===== src/rtl/sobel_window_loader_if.sv =====
// Command, memory and window bundle between the controller, image memory and the 3x3 window loader.
// Latency: none, wires only.
// Backpressure: none here; the loader's busy flag and the mem_rvalid handshake carry all flow control.
// Ports: base_addr/start_i_read/start_shift (commands), mem_* (single-outstanding read port),
//        window/center_row/center_col (neighbourhood state), read_data_done/read_done/busy/all_done (status).
interface sobel_window_loader_if #(
    parameter int ADDR_W = 20,
    parameter int PIX_W  = 8
);
    logic [ADDR_W-1:0]  base_addr;
    logic               start_i_read;
    logic               start_shift;
    logic [ADDR_W-1:0]  mem_addr;
    logic               mem_ren;
    logic [PIX_W-1:0]   mem_rdata;
    logic               mem_rvalid;
    logic [9*PIX_W-1:0] window;
    logic [15:0]        center_row;
    logic [15:0]        center_col;
    logic               read_data_done;
    logic               read_done;
    logic               busy;
    logic               all_done;

    // Loader side.
    modport slave (
        input  base_addr, start_i_read, start_shift, mem_rdata, mem_rvalid,
        output mem_addr, mem_ren, window, center_row, center_col,
               read_data_done, read_done, busy, all_done
    );

    // Controller / memory side.
    modport master (
        output base_addr, start_i_read, start_shift, mem_rdata, mem_rvalid,
        input  mem_addr, mem_ren, window, center_row, center_col,
               read_data_done, read_done, busy, all_done
    );
endinterface


===== src/rtl/sobel_window_loader.sv =====
// Loads and slides the 3x3 pixel neighbourhood across the image interior in raster order.
// Latency: first mem_ren 1 cycle after a command, 2 cycles per pixel; read_done 19 cycles (9 px) / 7 cycles (3 px).
// Backpressure: one outstanding read, waits indefinitely on mem_rvalid; commands are dropped while busy.
// Ports: clk, n_rst (sync active-high reset), bus (slave side of sobel_window_loader_if).
module sobel_window_loader #(
    parameter int IMG_WIDTH  = 640,
    parameter int IMG_HEIGHT = 480,
    parameter int ADDR_W     = 20,
    parameter int PIX_W      = 8
) (
    input  logic                  clk,
    input  logic                  n_rst,
    sobel_window_loader_if.slave  bus
);

    typedef enum logic [1:0] {IDLE, ISSUE, WAIT, DONE} state_t;

    state_t                 state;
    state_t                 state_nxt;

    logic [ADDR_W-1:0]      base_q;
    logic [15:0]            ctr_row;
    logic [15:0]            ctr_col;
    logic [15:0]            pix_row;      // image coordinates of the pixel being fetched
    logic [15:0]            pix_col;
    logic [3:0]             cnt;          // pixel index within the current batch
    logic                   col_batch;    // 1: 3-pixel right-column batch, 0: full 9-pixel load
    logic                   done_q;
    logic                   rdd_q;
    logic [8:0][PIX_W-1:0]  win;

    logic                   cmd_init;
    logic                   cmd_col;
    logic                   cmd_row;
    logic                   cmd_end;
    logic                   capture;
    logic                   last_pix;
    logic [3:0]             slot;

    always_ff @(posedge clk) begin
        if (n_rst) state <= IDLE;
        else       state <= state_nxt;
    end

    always_comb begin
        state_nxt = state;
        cmd_init  = 1'b0;
        cmd_col   = 1'b0;
        cmd_row   = 1'b0;
        cmd_end   = 1'b0;
        capture   = 1'b0;
        last_pix  = col_batch ? (cnt == 4'd2) : (cnt == 4'd8);
        // Column batches land in the right-hand column p2/p5/p8.
        slot      = col_batch ? (cnt + cnt + cnt + 4'd2) : cnt;
        case (state)
            IDLE: begin
                if (bus.start_i_read) begin
                    cmd_init  = 1'b1;
                    state_nxt = ISSUE;
                end else if (bus.start_shift && !done_q) begin
                    if (ctr_col < 16'(IMG_WIDTH - 2)) begin
                        cmd_col   = 1'b1;
                        state_nxt = ISSUE;
                    end else if (ctr_row < 16'(IMG_HEIGHT - 2)) begin
                        cmd_row   = 1'b1;
                        state_nxt = ISSUE;
                    end else begin
                        // Last interior position already loaded: flag completion, no batch.
                        cmd_end   = 1'b1;
                    end
                end
            end
            ISSUE: state_nxt = WAIT;
            WAIT: begin
                if (bus.mem_rvalid) begin
                    capture   = 1'b1;
                    state_nxt = last_pix ? DONE : ISSUE;
                end
            end
            DONE:    state_nxt = IDLE;
            default: state_nxt = IDLE;
        endcase
    end

    always_ff @(posedge clk) begin
        if (n_rst) begin
            base_q    <= '0;
            ctr_row   <= 16'd1;
            ctr_col   <= 16'd1;
            pix_row   <= '0;
            pix_col   <= '0;
            cnt       <= '0;
            col_batch <= 1'b0;
            done_q    <= 1'b0;
            rdd_q     <= 1'b0;
            win       <= '0;
        end else begin
            rdd_q <= capture;
            if (cmd_init) begin
                base_q    <= bus.base_addr;
                ctr_row   <= 16'd1;
                ctr_col   <= 16'd1;
                done_q    <= 1'b0;
                pix_row   <= '0;
                pix_col   <= '0;
                cnt       <= '0;
                col_batch <= 1'b0;
            end else if (cmd_col) begin
                ctr_col   <= ctr_col + 16'd1;
                pix_row   <= ctr_row - 16'd1;
                pix_col   <= ctr_col + 16'd2;
                cnt       <= '0;
                col_batch <= 1'b1;
                // Slide each row left; p2/p5/p8 keep their value until refetched.
                win[0]    <= win[1];
                win[1]    <= win[2];
                win[3]    <= win[4];
                win[4]    <= win[5];
                win[6]    <= win[7];
                win[7]    <= win[8];
            end else if (cmd_row) begin
                ctr_row   <= ctr_row + 16'd1;
                ctr_col   <= 16'd1;
                pix_row   <= ctr_row;         // new centre row minus one
                pix_col   <= '0;
                cnt       <= '0;
                col_batch <= 1'b0;
            end else if (cmd_end) begin
                done_q    <= 1'b1;
            end

            if (capture) begin
                win[slot] <= bus.mem_rdata;
                cnt       <= cnt + 4'd1;
                // Keep the last address on the bus once the batch is complete.
                if (!last_pix) begin
                    if (col_batch) begin
                        pix_row <= pix_row + 16'd1;
                    end else if (pix_col == ctr_col + 16'd1) begin
                        pix_col <= ctr_col - 16'd1;
                        pix_row <= pix_row + 16'd1;
                    end else begin
                        pix_col <= pix_col + 16'd1;
                    end
                end
            end
        end
    end

    assign bus.mem_addr       = base_q + ADDR_W'(pix_row) * ADDR_W'(IMG_WIDTH) + ADDR_W'(pix_col);
    assign bus.mem_ren        = (state == ISSUE);
    assign bus.read_done      = (state == DONE);
    assign bus.busy           = (state != IDLE);
    assign bus.read_data_done = rdd_q;
    assign bus.all_done       = done_q;
    assign bus.window         = win;
    assign bus.center_row     = ctr_row;
    assign bus.center_col     = ctr_col;

endmodule

===== src/flat_wrapper.sv =====
// flat-port wrapper written by rule: the top's interface ports become plain ports
module sobel_window_loader_flat 
#(
    parameter int IMG_WIDTH  = 640,
    parameter int IMG_HEIGHT = 480,
    parameter int ADDR_W     = 20,
    parameter int PIX_W      = 8
)
  (clk, n_rst, bus_base_addr, bus_start_i_read, bus_start_shift, bus_mem_rdata, bus_mem_rvalid, bus_mem_addr, bus_mem_ren, bus_window, bus_center_row, bus_center_col, bus_read_data_done, bus_read_done, bus_busy, bus_all_done);
  sobel_window_loader_if #(.ADDR_W(ADDR_W), .PIX_W(PIX_W)) bus_i ();
  input  logic clk;
  input  logic n_rst;
  input wire logic [$bits(bus_i.base_addr)-1:0] bus_base_addr;
  input wire logic [$bits(bus_i.start_i_read)-1:0] bus_start_i_read;
  input wire logic [$bits(bus_i.start_shift)-1:0] bus_start_shift;
  input wire logic [$bits(bus_i.mem_rdata)-1:0] bus_mem_rdata;
  input wire logic [$bits(bus_i.mem_rvalid)-1:0] bus_mem_rvalid;
  output wire logic [$bits(bus_i.mem_addr)-1:0] bus_mem_addr;
  output wire logic [$bits(bus_i.mem_ren)-1:0] bus_mem_ren;
  output wire logic [$bits(bus_i.window)-1:0] bus_window;
  output wire logic [$bits(bus_i.center_row)-1:0] bus_center_row;
  output wire logic [$bits(bus_i.center_col)-1:0] bus_center_col;
  output wire logic [$bits(bus_i.read_data_done)-1:0] bus_read_data_done;
  output wire logic [$bits(bus_i.read_done)-1:0] bus_read_done;
  output wire logic [$bits(bus_i.busy)-1:0] bus_busy;
  output wire logic [$bits(bus_i.all_done)-1:0] bus_all_done;
  assign bus_i.base_addr = bus_base_addr;
  assign bus_i.start_i_read = bus_start_i_read;
  assign bus_i.start_shift = bus_start_shift;
  assign bus_i.mem_rdata = bus_mem_rdata;
  assign bus_i.mem_rvalid = bus_mem_rvalid;
  assign bus_mem_addr = bus_i.mem_addr;
  assign bus_mem_ren = bus_i.mem_ren;
  assign bus_window = bus_i.window;
  assign bus_center_row = bus_i.center_row;
  assign bus_center_col = bus_i.center_col;
  assign bus_read_data_done = bus_i.read_data_done;
  assign bus_read_done = bus_i.read_done;
  assign bus_busy = bus_i.busy;
  assign bus_all_done = bus_i.all_done;
  sobel_window_loader #(.IMG_WIDTH(IMG_WIDTH), .IMG_HEIGHT(IMG_HEIGHT), .ADDR_W(ADDR_W), .PIX_W(PIX_W)) u_core (.clk(clk), .n_rst(n_rst), .bus(bus_i));
endmodule

===== config.mk =====
export PLATFORM = sky130hd
export DESIGN_NAME = sobel_window_loader_flat
export DESIGN_NICKNAME = d
export VERILOG_FILES = /design/src/rtl/sobel_window_loader_if.sv /design/src/rtl/sobel_window_loader.sv /design/src/flat_wrapper.sv
export SDC_FILE = /design/constraint.sdc
export NUM_CORES = 1
export LEC_CHECK = 0
export ABC_AREA = 1
export CAP_MARGIN = 10
export CORE_MARGIN = 2
export CORE_UTILIZATION = 60
export CTS_BUF_LIST = sky130_fd_sc_hd__clkbuf_4
export DETAILED_ROUTE_END_ITERATION = 8
export PLACE_DENSITY = 0.89
export SYNTH_ARGS = -nofsm -noshare
export SYNTH_HDL_FRONTEND = slang
export SYNTH_SLANG_ARGS = --single-unit

===== constraint.sdc =====
create_clock -name clk -period 8.2 [get_ports clk]
set_input_delay 0.82 -clock clk [delete_from_list [all_inputs] [get_ports clk]]
set_output_delay 0.82 -clock clk [all_outputs]
set_load 0.1 [all_outputs]

Yosys cells after proc, flatten, opt, wreduce, memory -nomap -nowiden
Cells that the tools add are included.
- flip-flop bits (word level): 165
- word-level logic and storage cells: 121
- output and inout port bits: 129
- magnitude comparators: 4
- multiply operators: 1
- equality and inequality tests: 9
- reduce and logical (&&, ||, !) cells: 11
- multiplexer cells: 62
- $add $sub $neg: 13
- bitwise gates (word level): 2
- operators by type and width (kind ; number):
    $mux 16 ; 25
    $bwmux 72 ; 1
    $add 16x1->16 const B ; 4
    $mux 64 ; 1
    $demux 8 s4 ; 1
    $sub 16x1->16 const B ; 2
    $mux 1 ; 21
    $add 20x16->20 ; 1
    $add 20x20->20 ; 1
    $mux 4 ; 5
    $add 16x2->16 const B ; 1
    $eq 16x16->1 ; 1
    $lt 16x10->1 const B ; 1
    $lt 16x9->1 const B ; 1
    $mul 16x3->13 const B ; 1
    $mux 2 ; 6
    $add 4x4->4 ; 2
    $mux 8 ; 1
    $pmux 2 s4 ; 1
    $reduce_and 3->1 ; 2
    $lt 4x5->1 const B ; 1
    $add 4x1->4 const B ; 1
    $add 4x2->4 const B ; 1
    $eq 2x2->1 const B ; 2
    other kinds (15) ; 18

Longest topological paths before layout
Gate-level depths: netlist (run 1).
- depth in word-level cells: 13
- gate-level depth with buffers: 20
- mapped depth without buffers: 18

Worst setup path after synthesis (run 1)
OpenSTA, ideal clock, no wires.
- kind: register to output
- start: register u_core.pix_row[1]
- end: output bus_mem_addr[18]
- stages on the path, launching flop included: 18
- buffers on the path: 0
- arrival: 4.517 ns
- slack: 2.863 ns
- cells stage by stage: dfxtp_1 > ha_1 > ha_1 > inv_1 > fa_1 > o21ai_0 > a21oi_1 > o21bai_1 > xnor2_1 > inv_1 > ha_1 > ha_1 > inv_1 > nor3_1 > and2_1 > nand3_1 > nand3_1 > xor2_1
- cells in the longest elaborated chain, start to end: 3
- ends and longest elaborated chain (what ; line ; source):
    start, declared ; sobel_window_loader.sv:24 ; logic [15:0] pix_row;
    start signal, assigned ; sobel_window_loader.sv:110 ; pix_row <= ctr_row - 16'd1;
    start signal, assigned ; sobel_window_loader.sv:124 ; pix_row <= ctr_row;
    start signal, assigned ; sobel_window_loader.sv:138 ; pix_row <= pix_row + 16'd1;
    $mul 16x3->13 ; sobel_window_loader.sv:150 ; assign bus.mem_addr = base_q + ADDR_W'(pix_row) * ADDR_W'(IMG_WIDTH) + ADDR_W'(pix_col);
    $add 20x20->20 ; sobel_window_loader.sv:150 ;
    $add 20x16->20 ; sobel_window_loader.sv:150 ;
    end, declared ; flat_wrapper.sv:18 ; output wire logic [$bits(bus_i.mem_addr)-1:0] bus_mem_addr;
Every way passes these cells.

Worst setup path after layout (run 1)
- start: register u_core.pix_row[1]
- end: output bus_mem_addr[19]
The elaborated chain is that of the path after synthesis.

==> results of run 1 <==
==> cells in the mapped netlist, drive strengths merged, types with 28 or more instances <==
master | count | area, µm²
o21ai | 137 | 685.7
ha | 61 | 763.2
nand4 | 39 | 244.0
clkbuf | 36 | 135.1
nor2 | 156 | 645.6
a21oi | 96 | 484.2
buf | 28 | 150.1
dfxtp | 162 | 3243
nand2 | 329 | 1270
a31oi | 42 | 262.8
nand3 | 116 | 598.1
inv | 172 | 645.6
xor2 | 62 | 543.0
==> cell families (layout without fill, tap and decap cells) <==
logic type,Yosys count,after routing
simple gates,675,675
compound gates,306,306
buf+inv,239,375
flops,162,162
xor+xnor,79,79
fa+ha+maj,72,72
==> power by group <==
group | switching, mW | internal (mW) | total (mW)
Combinational | 0.512 | 0.179 | 0.691
Clock | 0.316 | 0.158 | 0.473
Sequential | 0.0275 | 0.816 | 0.844
Total | 0.856 | 1.15 | 2.01
==> sequential cells by signal (all words and copies together) (netlist names) <==
name,cells
u_core.bus.window,72
u_core.bus.all_done,1
u_core.bus.center_row,16
u_core.state,2
u_core.base_q,20
u_core.pix_col,16
u_core.cnt,4
u_core.col_batch,1
u_core.bus.read_data_done,1
u_core.bus.center_col,16
u_core.pix_row,13
==> layout make-up <==
type | count | share of cell area
sequential | 162 | 0.2609
clock buffer | 18 | 0.01087
multi-input combinational | 1132 | 0.5088
inverter | 175 | 0.05284
clock inverter | 14 | 0.01017
timing repair buffer | 168 | 0.1339
tap | 225 | 0.02264
==> worst min-delay path: stages (launching register included) <==
cell and delay (ns):
dfxtp_1 0.34, inv_1 0.05, nor2_1 0.03
==> worst max-delay path by stage <==
stage / endpoint / slack, ns
2_1_floorplan: bus_mem_addr[18] / 2.86
3_3_place_gp: bus_mem_addr[19] / 2.76
3_5_place_dp: bus_mem_addr[19] / 2.63
5_1_grt: bus_mem_addr[19] / 1.53
6_report: bus_mem_addr[19] / 2.00
4_1_cts: bus_mem_addr[18] / 1.98
==> layer usage <==
| layer | track usage | routed length (µm) |
|---|---|---|
| met5 | 0 | 0 |
| met4 | 0.1487 | 1240 |
| met3 | 0.1100 | 3218 |
| met2 | 0.5436 | 14070 |
| met1 | 0.4259 | 12860 |
==> metrics by stage <==
| stage | hold WS (ns) | cells | utilization | setup WS [ns] | area, µm² |
|---|---|---|---|---|---|
| final | 0.4516 | 1894 | 0.7213 | 1.998 | 12430 |
| after global routing | 0.4812 | 1894 | 0.7213 | 1.530 | 12430 |
| after CTS | 0.4547 | 1894 | 0.7213 | 1.978 | 12430 |
| after detailed placement | 0.4350 | 1862 | 0.7061 | 2.630 | 12170 |
| after global placement | 0.4313 | 1862 | 0.7061 | 2.759 | 12170 |
| after floorplan | 0.4507 | 1533 | - | 2.863 | 10510 |
==> impl_results.md, run 1 <==
- Status: complete, no violations
- Final Hold Fails: 0
- Critical Path Source Type: register
- Vias per inst: between 5 and 6
- CP arrival: 5.38 ns
- Final Cycle Share: 0.7564
- Die Height: 136.3 µm
- Worst hold-check path type: reg2reg
- Synth Area in Compound Gates: 0.1595
- Final setup TNS: 0 ns
- Pleak: ~5.3 nW
- Chip Width: 136.3 µm
- Adder-Cell Fraction of Synth Area: 0.09362
- All-Layer GR Usage: 0.3424
- RSZ-0062 raised after global routing: no
- Clock buffer depth: 2
- I/O Pins: about 160
- HP Start: u_core.bus.center_row[14]
- # setup viols final: 0
- Die Area: 18,580 µm²
- R2R setup slack: roughly 4.6 ns
- CP Data Required Time: ~7.4 ns
- Number of synthesized register bits: between 150 and 200
- CTS tree: yes
- CTS H-tree depth: 4
- Critical-path top delay cell: clkdlybuf4s50_1
- Kind of end point of the critical path: output pin
- Mux contribution to synthesized area: 0
- Start point of the critical path: u_core.pix_row[1]
- Fillers: 1,444
- Largest family of logic cells by synthesized area: simple AND/OR/NAND/NOR gates
- Row cnt: between 40 and 50
- DRC errors left: 0
- Reg clk slew, reported paths: 0.14 ns
- R2R Path End: u_core.cnt[1]
- Layout area overhead: 18.34%
- Vias: 10,854
- Slew Limit Headroom: 0.2065
- Ys Warns: 0
- PortBufs: 161
- FMAX: 161.2 MHz
- Syn Nets: 1,638
- Multi-input gate area: 6325 µm²
- Largest net degree at the start of global routing: 91
- Worst reg2reg startpoint: u_core.bus.center_col[3]
- First-pass GRT wire length: 50,440 µm
- Diode count: 0
- Fraction of layout cells with a size suffix above 1: 0.04614
- Pre-antenna DRT Iters: 6
- CP Class: reg2out
- CTS sink cnt: 162
- Peak supply drop: between 0.15 and 0.2 mV
- Worst slew pin tran: between 1 and 1.5 ns
- CP bufs+invs: 3
- Post-Synth Simple-Gate Area: 0.2826
- Period minus WS final: 6.202 ns
- Crit-path most repeated cell: ha_1
- Post-DP HPWL: about 23,000 µm
- Syn Area/Cell: 6.853 µm²
- Inserted Clock Buffers: 17
- Vias in the first global route: 10,112
- R2R depth: 15
- Crit Path Max Fanout: 5
- Max-Cap Viols: 0
- CTS resizes: 0
- CP peak stage delay: ~1.1 ns
- Final Max Slew Viols: 0
- Top FF cell, synth: dfxtp_1
- Hold Buf Count CTS: 0
- Commonest cells after routing, fill and taps aside: nand2_1, inv_1, dfxtp_1, clkdlybuf4s50_1, nor2_1
- Number of synthesized flops with an enable pin: 0
- Post-Syn Instances: 1,533
- Antenna violations before repair: 0
- Post-Route WL: approximately 31,000 µm
- Cells along the critical path: ha_1, ha_1, inv_1, fa_1, o21ai_0, a21oi_1, o21bai_1, xnor2_1, inv_1, ha_1, ha_1, nand2_1, nor4_1, nand2_1, a21oi_1, o21ai_0, nand2_1, clkdlybuf4s50_1
- Critical Path Stages: 18
- Initial core utilization: 0.6095
- Leading cell type in the layout, fill and taps excluded: nand2_1
- Root buffer cell: clkbuf_4
- Setup repair bufs after CTS: 0
- Clock latency on the worst-skew pair: around 0.6 ns
- Power per Cell Area: 161.5 nW/µm²
- Worst Hold Endpoint: u_core.bus.center_row[14]
- Hold path depth: 2
- Critical path's top delay family: adder cells
- Grt total ovfl: 0
- Seq/Total Area, Yosys: 0.3087
- Tot Pwr: 2.008 mW
- Synthesized cell area: 10,510 µm²
- Routed Antenna Nets: 0
- Netlist cell types: 48
- Final nets: 1,761
- Per-cell routed wire length: 16.57 µm
- Post-synthesis async set-or-reset flop share: 0
- Global placement routability congestion: 0.9964
- Post-Synth XOR/XNOR Area: 0.06586
- DR iter-0 viols: 746
- Final Skew: around 0.027 ns
- Core ar.: between 15,000 and 20,000 µm²
- Register area: 3243 µm²
Power figures use the tool's default switching activity.
==> run 2, diff against run 1 <==
--- a/config.mk
+++ b/config.mk
@@ -8,10 +8,10 @@
 export ABC_AREA = 1
 export CAP_MARGIN = 10
 export CORE_MARGIN = 2
-export CORE_UTILIZATION = 60
+export CORE_UTILIZATION = 57
 export CTS_BUF_LIST = sky130_fd_sc_hd__clkbuf_4
 export DETAILED_ROUTE_END_ITERATION = 8
-export PLACE_DENSITY = 0.89
+export PLACE_DENSITY = 0.85
 export SYNTH_ARGS = -nofsm -noshare
 export SYNTH_HDL_FRONTEND = slang
 export SYNTH_SLANG_ARGS = --single-unit
==> constraint.sdc (replaced) <==
create_clock -name clk -period 6 [get_ports clk]
set_input_delay 0.6 -clock clk [delete_from_list [all_inputs] [get_ports clk]]
set_output_delay 0.6 -clock clk [all_outputs]
set_load 0.1 [all_outputs]
==> impl_results.md, run 2 (synthesis gave the netlist of run 1 again) <==
- Status: complete, no violations
- Largest net degree at the start of global routing: 63 (-31%)
- Global placement routability congestion: 0.9567 (-4.0%)
- Post-Route WL: 31,670 µm (+0.89%)
- Grt total ovfl: 0 (unchanged)
- Routed Antenna Nets: 0 (unchanged)
- Final instance area: 12,410 µm² (-0.20%)
- Leading cell type in the layout, fill and taps excluded: nand2_1
- Vias in the first global route: 10,153 (+0.41%)
- CP bufs+invs: 2 (-1)
- Setup repair bufs after CTS: 0 (unchanged)
- PortBufs: 161 (unchanged)
- Slew Limit Headroom: 0.3102 (+0.1037)
- Vias: 10,777 (-0.71%)
- CP Class: reg2out
- Post-DP HPWL: 23,570 µm (+2.3%)
- Critical Path Source Type: register
- Final Cycle Share: 0.9005
- CTS H-tree depth: 4 (unchanged)
- All-Layer GR Usage: 0.3207 (-0.02169)
- Max reg flops: 72 (unchanged)
- Power per Cell Area: 216.7 nW/µm² (+34%)
- RSZ-0062 raised after global routing: no
- Fillers: 1,537 (+6.4%)
- Root buffer cell: clkbuf_4
- Chip Width: 139.8 µm (+2.5%)
- CTS sink cnt: 162 (unchanged)
- CP arrival: 4.80 ns (-0.58 ns)
- Period minus WS final: 5.403 ns
- Worst reg2reg startpoint: u_core.bus.center_col[3]
- Max-Cap Viols: 0 (unchanged)
- Tot Pwr: 2.689 mW (+34%)
- Reg clk slew, reported paths: 0.14 ns (about the same)
- Critical-path top delay cell: clkdlybuf4s50_1
- Vias per inst: 5.675 (-0.97%)
- CTS tree: yes
- Commonest cells after routing, fill and taps aside: nand2_1, inv_1, dfxtp_1, clkdlybuf4s50_1, nor2_1
- Row cnt: 49 (+2.1%)
- First-pass GRT wire length: 50,910 µm (+0.93%)
- Clock buffer depth: 2 (unchanged)
- FMAX: approximately 190 MHz
- Final Max Slew Viols: 0 (unchanged)
- Kind of end point of the critical path: output pin
- CTS resizes: 0 (unchanged)
- DR iter-0 viols: 797 (+6.8%)
- Dpl cells: 1,866 (+0.21%)
- Peak supply drop: 0.2263 mV (+50%)
- Worst hold-check path type: reg2reg
- Worst slew pin tran: 1.031 ns (-0.1560 ns)
- Die Height: 139.8 µm (+2.5%)
- Final nets: 1,761 (unchanged)
- Per-cell routed wire length: 16.68 µm (+0.62%)
- Pre-antenna DRT Iters: 5 (-1)
- Start point of the critical path: u_core.pix_row[5]
- Final Skew: 0.03425 ns (+0.007738 ns)
- Die Area: 19,530 µm² (+5.1%)
- DRC errors left: 0 (unchanged)
- Core ar.: 18,020 µm² (+4.6%)
- Inserted Clock Buffers: 17 (unchanged)
- I/O Pins: 162 (unchanged)
- Cells along the critical path: ha_1, ha_1, a21oi_1, nand2_1, xnor2_1, fa_1, inv_1, ha_1, a21oi_1, o21ai_0, a21oi_1, xnor2_1, clkdlybuf4s50_1
- Pleak: 5.342 nW (about the same)
- Final Hold Fails: 0 (unchanged)
- Fraction of layout cells with a size suffix above 1: 0.04913 (+0.002996)
- Layout Cells excl Fill: 1,899 (+0.26%)
- Hold Buf Count CTS: 0 (unchanged)
- Crit Path Max Fanout: 6 (+1)
- Antenna violations before repair: 1 (+1)
- Layout area overhead: 18.10%
- CP Data Required Time: 5.40 ns (-1.98 ns)
- # setup viols final: 0 (unchanged)
- Final setup TNS: 0 ns (unchanged)
- HP Start: u_core.bus.center_row[15]
- Clock latency on the worst-skew pair: 0.58 ns (-0.03 ns)
- Initial core utilization: 0.5828 (-0.02665)
- Critical path's top delay family: adder cells
- Dpl cell area: 12,160 µm² (about the same)
- CP peak stage delay: 1.15 ns (+0.03 ns)
## run 2: routing by layer
metal  GRT usage  up-vias  part of all wire
met4      0.1189        0             0.027
met5           0        -                 0
met2      0.5209      457              0.46
met3     0.08396       65             0.092
met1      0.4112     4929              0.43
li1            -     5326                 -
## run 2: worst reg2reg max path, stage by stage (launching register included)
cell and delay, ns:
dfxtp_1 0.65, nand2_1 0.19, inv_1 0.08, nand2_1 0.07, inv_1 0.16, nand3_1 0.11
nand2_1 0.09, nand3_1 0.14, nand2_1 0.22, nand3_1 0.63, nand2_2 0.50, nor2_2 0.16
inv_1 0.17, nor2_1 0.08, a22oi_1 0.16, nor2_1 0.06
## run 2: cell type report
class | count | area, µm² | area share
clock inverter | 14 | 106.4 | 0.008572
antenna | 1 | 2.502 | 0.0002017
clock buffer | 18 | 135.1 | 0.01089
inverter | 175 | 656.9 | 0.05294
multi-input combinational | 1132 | 6325 | 0.5098
timing repair buffer | 168 | 1652 | 0.1331
tap | 229 | 286.5 | 0.02309
sequential | 162 | 3243 | 0.2614
## run 2: metrics by stage
| step | utilization | hold slack [ns] | setup slack (ns) |
|---|---|---|---|
| 2_1_floorplan | - | 0.4507 | 0.8830 |
| 3_3_place_gp | 0.6748 | 0.4328 | 1.312 |
| 3_5_place_dp | 0.6748 | 0.4336 | 1.253 |
| 4_1_cts | 0.6882 | 0.4530 | 0.5892 |
| 5_1_grt | 0.6883 | 0.4843 | 0.3521 |
| 6_report | 0.6883 | 0.4511 | 0.5972 |
## run 2: final timing paths
| path | endpoint | slack, ns | cells past startpoint |
|---|---|---|---|
| min | u_core.bus.center_row[15] | 0.45 | 2 |
| max | bus_mem_addr[14] | 0.60 | 13 |
| max reg2reg | u_core.cnt[1] | 2.43 | 15 |
| min reg2reg | u_core.bus.center_row[15] | 0.45 | 2 |
## run 2: where the power goes
part / total [mW] / switching [mW] / internal (mW) / leakage, nW
registers: 1.15 / 0.0381 / 1.12 / 1.31
clock network: 0.597 / 0.422 / 0.175 / 0.135
logic: 0.938 / 0.698 / 0.240 / 3.89
total: 2.69 / 1.16 / 1.53 / 5.34
==> run 3, diff against run 2 <==
--- a/config.mk
+++ b/config.mk
@@ -11,6 +11,7 @@
 export CORE_UTILIZATION = 57
 export CTS_BUF_LIST = sky130_fd_sc_hd__clkbuf_4
 export DETAILED_ROUTE_END_ITERATION = 8
+export GPL_ROUTABILITY_DRIVEN = 0
 export PLACE_DENSITY = 0.85
 export SYNTH_ARGS = -nofsm -noshare
 export SYNTH_HDL_FRONTEND = slang
==> impl_results.md, run 3 (synthesis gave the netlist of run 1 again) <==
- Max-Cap Viols: 0 (unchanged)
- Die Height: 139.8 µm (unchanged)
- Post-Route WL: 30,600 µm (-3.4%)
- Final nets: 1,760 (-0.057%)
- FMAX: 185.4 MHz (+0.19%)
- Slew Limit Headroom: 0.2886 (-0.02166)
- Power per Cell Area: 218.5 nW/µm² (+0.83%)
- Commonest cells after routing, fill and taps aside: nand2_1, inv_1, dfxtp_1, clkdlybuf4s50_1, nor2_1
- Status: complete, no violations
- Reg clk slew, reported paths: 0.15 ns (about the same)
- Kind of end point of the critical path: output pin
- Chip Width: 139.8 µm (unchanged)
- Pre-antenna DRT Iters: 7 (+2)
- Start point of the critical path: u_core.pix_row[3]
- Layout area overhead: 18.12% (about the same)
- Antenna violations before repair: 1 (unchanged)
- Crit Path Max Fanout: 6 (unchanged)
- Inserted Clock Buffers: 17 (unchanged)
- Fillers: 1,558 (+1.4%)
- R2R setup slack: 2.26 ns (-0.17 ns)
- I/O Pins: 162 (unchanged)
- R2R Path End: u_core.bus.center_col[3]
- # setup viols final: 0 (unchanged)
- Max reg flops: 72 (unchanged)
- Final Skew: 0.02115 ns (-0.01310 ns)
- Post-DP HPWL: 22,390 µm (-5.0%)
- Clock latency on the worst-skew pair: 0.60 ns (+0.02 ns)
- Final setup TNS: 0 ns (unchanged)
- CTS H-tree depth: 4 (unchanged)
- Grt total ovfl: 0 (unchanged)
- Worst slew pin tran: 1.064 ns (+0.03238 ns)
- PortBufs: 161 (unchanged)
- Period minus WS final: 5.392 ns (-0.01037 ns)
- Hold path depth: 2 (unchanged)
- Routed Antenna Nets: 0 (unchanged)
- CP arrival: 4.79 ns (about the same)
- Worst hold-check path type: reg2reg
- Fraction of layout cells with a size suffix above 1: 0.04856 (-0.0005701)
- Final Max Slew Viols: 0 (unchanged)
- Final Hold Fails: 0 (unchanged)
- Clock buffer depth: 2 (unchanged)
- Initial core utilization: 0.5828 (unchanged)
- First-pass GRT wire length: 49,820 µm (-2.1%)
- Vias: 10,954 (+1.6%)
- Row cnt: 49 (unchanged)
- Peak supply drop: 0.2321 mV (+2.5%)
- Largest net degree at the start of global routing: 63 (unchanged)
- Critical Path Source Type: register
- DR iter-0 viols: 840 (+5.4%)
- RSZ-0062 raised after global routing: no
- CTS tree: yes
- Core ar.: 18,020 µm² (unchanged)
- Vias per inst: 5.771 (+1.7%)
- Final instance area: 12,410 µm² (about the same)
- Hold Buf Count CTS: 0 (unchanged)
- Worst reg2reg startpoint: u_core.state[1]
- Final Cycle Share: 0.8987 (-0.001728)
- All-Layer GR Usage: 0.3086 (-0.01215)
- DRC errors left: 0 (unchanged)
- Root buffer cell: clkbuf_4
- Vias in the first global route: 10,370 (+2.1%)
- CP Class: reg2out
- CP endpoint: bus_mem_addr[14]
- CP Data Required Time: 5.40 ns (about the same)
- Multi-input gate area: 6325 µm² (unchanged)
- Setup repair bufs after CTS: 0 (unchanged)
- Die Area: 19,530 µm² (unchanged)
- CTS resizes: 0 (unchanged)
- R2R depth: 10 (-5)
- Register area: 3243 µm² (unchanged)
- Leading cell type in the layout, fill and taps excluded: nand2_1
- Tot Pwr: 2.711 mW (+0.84%)
- Dpl cell area: 12,160 µm² (about the same)
- CTS sink cnt: 162 (unchanged)
- Per-cell routed wire length: 16.12 µm (-3.3%)
- Pleak: 5.337 nW (about the same)
-- run 3: worst max-delay path, stage by stage, from the launching register on --
cell and delay [ns]:
dfxtp_1 0.47, ha_1 0.28, ha_1 0.23, inv_1 0.08, fa_1 0.43, fa_1 0.49
inv_1 0.04, ha_1 0.36, a21oi_1 0.20, o21ai_0 0.13, a21oi_1 0.21, xnor2_1 0.14
clkdlybuf4s50_1 1.14
-- run 3: metrics by stage --
stage	hold slack [ns]	util	std cells	setup slack (ns)
after floorplan	0.4507	-	1533	0.8830
after global placement	0.4318	0.6744	1865	1.375
after detailed placement	0.4397	0.6744	1865	1.270
after CTS	0.4603	0.6883	1897	0.6090
after global routing	0.4747	0.6884	1898	0.3415
final	0.4552	0.6884	1898	0.6076
-- run 3: metal layers --
layer  vias to the layer above  GRT usage  routed length (µm)
li1                       5325          -                   -
met1                      4982     0.3805               12330
met2                       548     0.5030               13780
met3                        99    0.08500                3353
met4                         0     0.1411                1134
met5                         -          0                   0
-- run 3: where the power goes --
| part | switching, mW | total [mW] | internal [mW] |
|---|---|---|---|
| clock | 0.445 | 0.621 | 0.176 |
| sequential | 0.0377 | 1.15 | 1.12 |
| combinational | 0.697 | 0.937 | 0.240 |
-- run 3: worst min-delay path by stage --
stage,start,slack [ns],endpoint
after global routing,u_core.bus.center_row[15],0.47,u_core.bus.center_row[15]
after CTS,u_core.bus.center_row[14],0.46,u_core.bus.center_row[14]
after global placement,u_core.bus.center_row[14],0.43,u_core.bus.center_row[14]
after floorplan,u_core.cnt[3],0.45,u_core.cnt[3]
final,u_core.bus.center_row[14],0.46,u_core.bus.center_row[14]
after detailed placement,u_core.bus.center_row[14],0.44,u_core.bus.center_row[14]
-- run 3: layout make-up --
cell class	instances	area share
multi-input cells	1132	0.5097
flip-flops and latches	162	0.2614
repair buffers	167	0.1325
inverters	175	0.05294
well taps	229	0.02309
clock buffers	17	0.01029
clock inverters	15	0.009882
diodes	1	0.0002017
